<file path="config.mk">
export PLATFORM = sky130hd
export DESIGN_NAME = mac_sequencer
export DESIGN_NICKNAME = d
export VERILOG_FILES = /design/src/rtl/mac_sequencer.sv
export SDC_FILE = /design/constraint.sdc
export NUM_CORES = 1
export LEC_CHECK = 0
export BUFFER_PORTS_ARGS = -buffer_cell sky130_fd_sc_hd__buf_2
export CORE_AREA = 2 2 39 41
export CTS_CLUSTER_SIZE = 10
export DETAILED_ROUTE_END_ITERATION = 8
export DIE_AREA = 0 0 41 43
export GPL_TIMING_DRIVEN = 0
export HOLD_SLACK_MARGIN = 0.15
export PLACE_DENSITY = 0.67
export SYNTH_ARGS = -nofsm -noshare
export SYNTH_HDL_FRONTEND = slang
export SYNTH_SLANG_ARGS = --single-unit
export TNS_END_PERCENT = 100
</file>
<file path="constraint.sdc">
create_clock -name clk -period 1.33 [get_ports clk]
set_input_delay 0.0665 -clock clk [delete_from_list [all_inputs] [get_ports clk]]
set_output_delay 0.0665 -clock clk [all_outputs]
set_load 0.02 [all_outputs]
</file>
<file path="src/rtl/mac_sequencer.sv">
// Sequences input vectors into a MAC: weight addressing, sum start/zeroing and result-valid timing.
// Define MAC_SEQ_SUM_CNT_EN to add the 16-bit sum_cnt output counting completed sums.
module mac_sequencer #(
   parameter int NUM_CYC = 32,
   parameter int ACC_LAT = 4,
   parameter int AW      = (NUM_CYC > 1) ? $clog2(NUM_CYC) : 1
) (
   input  logic          clk,
   input  logic          rst,
   input  logic          vld_in,
   input  logic          flush,
   output logic          new_sum,
   output logic [AW-1:0] w_addr,
   output logic          w_zero,
   output logic          vld_out,
   output logic          busy
`ifdef MAC_SEQ_SUM_CNT_EN
   ,
   output logic [15:0]   sum_cnt
`endif
);

   typedef enum logic {IDLE, ACCUM} state_t;

   localparam logic [AW-1:0] LAST_IDX = AW'(NUM_CYC - 1);

   state_t             state;
   logic [AW-1:0]      cnt;
   logic [ACC_LAT-1:0] pipe;
   logic [ACC_LAT-1:0] pipe_next;
   logic               accept;
   logic               last;

   // NOTE: every signal gets a value on every path through always_comb, so no latch is inferred.
   always_comb begin
      // rst and flush both gate acceptance, which also keeps new_sum low and w_zero high during reset
      accept  = vld_in & ~flush & ~rst;
      new_sum = accept & (state == IDLE);
      w_zero  = ~accept;
      if (state == IDLE) last = accept & (NUM_CYC == 1);
      else               last = accept & (cnt == LAST_IDX);
      pipe_next    = pipe << 1;
      pipe_next[0] = last;
   end

   // NOTE: sequential state uses non-blocking assignments so all registers update from pre-edge values.
   always_ff @(posedge clk) begin
      if (rst) begin
         state <= IDLE;
         cnt   <= '0;
         pipe  <= '0;
      end else begin
         // in-flight results keep shifting even when the current sum is flushed
         pipe <= pipe_next;
         if (flush) begin
            state <= IDLE;
            cnt   <= '0;
         end else if (accept) begin
            if (last) begin
               state <= IDLE;
               cnt   <= '0;
            end else begin
               state <= ACCUM;
               cnt   <= cnt + AW'(1);
            end
         end
      end
   end

   assign w_addr  = cnt;
   assign vld_out = pipe[ACC_LAT-1];
   assign busy    = (state == ACCUM) | (|pipe);

`ifdef MAC_SEQ_SUM_CNT_EN
   always_ff @(posedge clk) begin
      if (rst)          sum_cnt <= '0;
      else if (vld_out) sum_cnt <= sum_cnt + 16'd1;
   end
`endif

endmodule

</file>
==> impl_metrics.tcl <==
set metrics [dict create \
    setup_violations 0 \
    io_buffers 12 \
    final_core_util 0.443 \
    cts-buffers-inserted 3 \
    syn_inst 47 \
    holdCritStartpoint "flush" \
    drv_slew 0 \
    io_pins 13 \
    die-width_um 41 \
    cap_violations 0 \
    timing.rr.start "w_addr[1]" \
    worstHoldPathType "input pin to flip-flop" \
    coreArea_um2 1380 \
    status "completed" \
    cp-start-kind "flip-flop" \
    num_rows 14 \
    fin_crit_sh 0.951 \
    power_uw 582 \
    yosys_register_bits 10 \
    start_util 0.316 \
    gp_congestion 0.717 \
    max_slew.worst_pin.slew_ns 0.256 \
    hpwl_um 634 \
    antenna_found_initial 0 \
    irDropWorstVdd_uv 493 \
    die_h_um 43 \
    wl_per_cell_um 11.2 \
    clk_pin_slew_worst_paths_ns 0.06 \
    nNetsFinal 73 \
    drcViolationCount 0 \
    synthesis.area_um2 437 \
    syn_avg_cell_area_um2 9.29 \
    worstSkewPairLatency_ns 0.27 \
    postRouteAntennaNets 0 \
    clock_sinks 10 \
    grt_max_degree 11 \
    vias_per_cell 5.02 \
    busiest_layer "met2" \
    grt_pass1_wl_um 1590 \
    multi_input_area_um2 256 \
    synth_edf_count 0 \
    met1_usage 0.175 \
    fin_ws_ns 0.0651 \
    ys_types 21 \
    p_per_area_nw_per_um2 949 \
    seq_area_frac_synth 0.458 \
    cts_tree "built" \
    die_area_um2 1760 \
    grt.total_usage 0.138 \
    endpoint_kind "flip-flop" \
    clock-root-buffer "clkbuf_4" \
    finalCriticalPeriod_ns 1.26 \
    num_vias 412 \
    drt-total-wl_um 916 \
    max-slew-margin-rel 0.829 \
    timing.fmax_ghz 0.791 \
    setup.worst_path.start "w_addr[1]" \
    skew_ns 0.000789 \
    syn_to_final_growth_pct 40.4 \
    regArea_um2 208 \
    grt_pass1_vias 374 \
    use_met3 0.0471 \
    yosysWarnings 0 \
    drive_gt1_frac 0.379 \
    pre_cts_ws_ns -0.0474 \
    cp.required_ns 1.51 \
    finalHoldViolCount 0 \
    clk_path_buf_depth 2 \
    drtIter0Drc 2 \
    use_met2 0.184 \
    overflow 0 \
    critPathArrivalTime_ns 1.45 \
    firstDrtPassIters 4 \
    crit_fanout 6 \
    path_class "flip-flop to flip-flop" \
    syn-num-nets 53 \
    diodes 0 \
    leakage_uw 0.000286 \
    fillers 142 \
    synth_ff_type "dfxtp_1" \
    cts_max_level 1 \
    async_flop_share 0 \
]
[state kept, by name (all words and copies together) (netlist names)]
signal	count
pipe	4
w_addr	5
state	1
[report_power, final]
group	total (uW)	internal [uW]	leakage [uW]	switching (uW)
registers	305	300	0.0000824	5.32
clock network	225	116	0.0000150	108
logic	51.9	24.4	0.000189	27.4
total	582	441	0.000286	141
[timing repair]
action,4_1_cts,5_1_grt
endpoints found under the hold margin,6,0
endpoints found under the setup margin,6,7
cloned,0,0
pin swaps,1,3
setup buffers,1,0
hold buffers,3,0
gates resized for setup,5,2
[stage by stage]
stage	hold slack, ns	cell area (um2)	TNS [ns]	cells
floorplan	0.136	444	0	47
global placement	0.282	524	-0.171	75
detailed placement	0.283	524	-0.162	75
CTS	0.216	611	0	83
global route	0.169	613	-0.00675	82
finish	0.115	613	0	82
[layout by cell type, fill, tap and decap left out]
cell / instances
o21ai_0: 2
clkbuf_1: 1
a31oi_1: 2
and2b_1: 3
clkbuf_4: 3
dlygate4sd3_1: 2
and4b_1: 1
nand3_1: 3
and3_4: 1
nand2_4: 1
nand2_1: 3
a21boi_1: 3
buf_2: 12
inv_1: 1
nor3_1: 4
nand4_1: 1
dfxtp_1: 8
buf_4: 1
and2b_2: 2
nor2_1: 4
dfxtp_4: 2
ha_4: 2
a21oi_1: 1
nand4b_1: 1
nand3b_1: 1
buf_6: 1
[cells in the mapped netlist, types with 2 or more instances]
cell	number	area [um2]
a31oi_1	2	12.5
ha_1	2	25.0
dfxtp_1	10	200
and2b_2	2	17.5
nand2_1	3	11.3
nand3_1	3	15.0
nor3_1	4	20.0
nor2_1	4	15.0
and2b_1	3	22.5
a21boi_1	2	15.0
o21ai_0	2	10.0
[logic make-up after synthesis]
kind of cell,after synthesis,synth area share
AOI/OAI and AO/OA,8,0.115
adders and majority gates,2,0.0573
buffers and inverters,2,0.0344
DFF,10,0.458
and+or+nand+nor,25,0.335
[critical path, cell delays in order (launching register included)]
cell     delay [ns]
dfxtp_4        0.36
ha_4           0.16
and3_4         0.18
ha_4           0.17
nand2_4        0.09
a31oi_1        0.09
nor3_1         0.14
[cell type report]
class / instances / share of cell area
Multi-Input combinational cell: 35 / 0.418
Sequential cell: 10 / 0.339
Timing Repair Buffer: 15 / 0.143
Clock buffer: 4 / 0.0429
Tap cell: 16 / 0.0327
Buffer: 1 / 0.0184
Inverter: 1 / 0.00612
[final timing paths]
check        depth (start not counted)  slack [ns]        end
max reg2reg                          6        0.07  w_addr[1]
max                                  6        0.07  w_addr[1]
min                                  3        0.11  w_addr[0]
min reg2reg                          1        0.46    pipe[2]
[per-layer routing]
layer	up-vias	part of all wire
met5	-	0
met2	18	0.42
met1	183	0.45
li1	207	-
met3	4	0.073
met4	0	0.050
No activity file was read; power rests on OpenSTA's default activity.
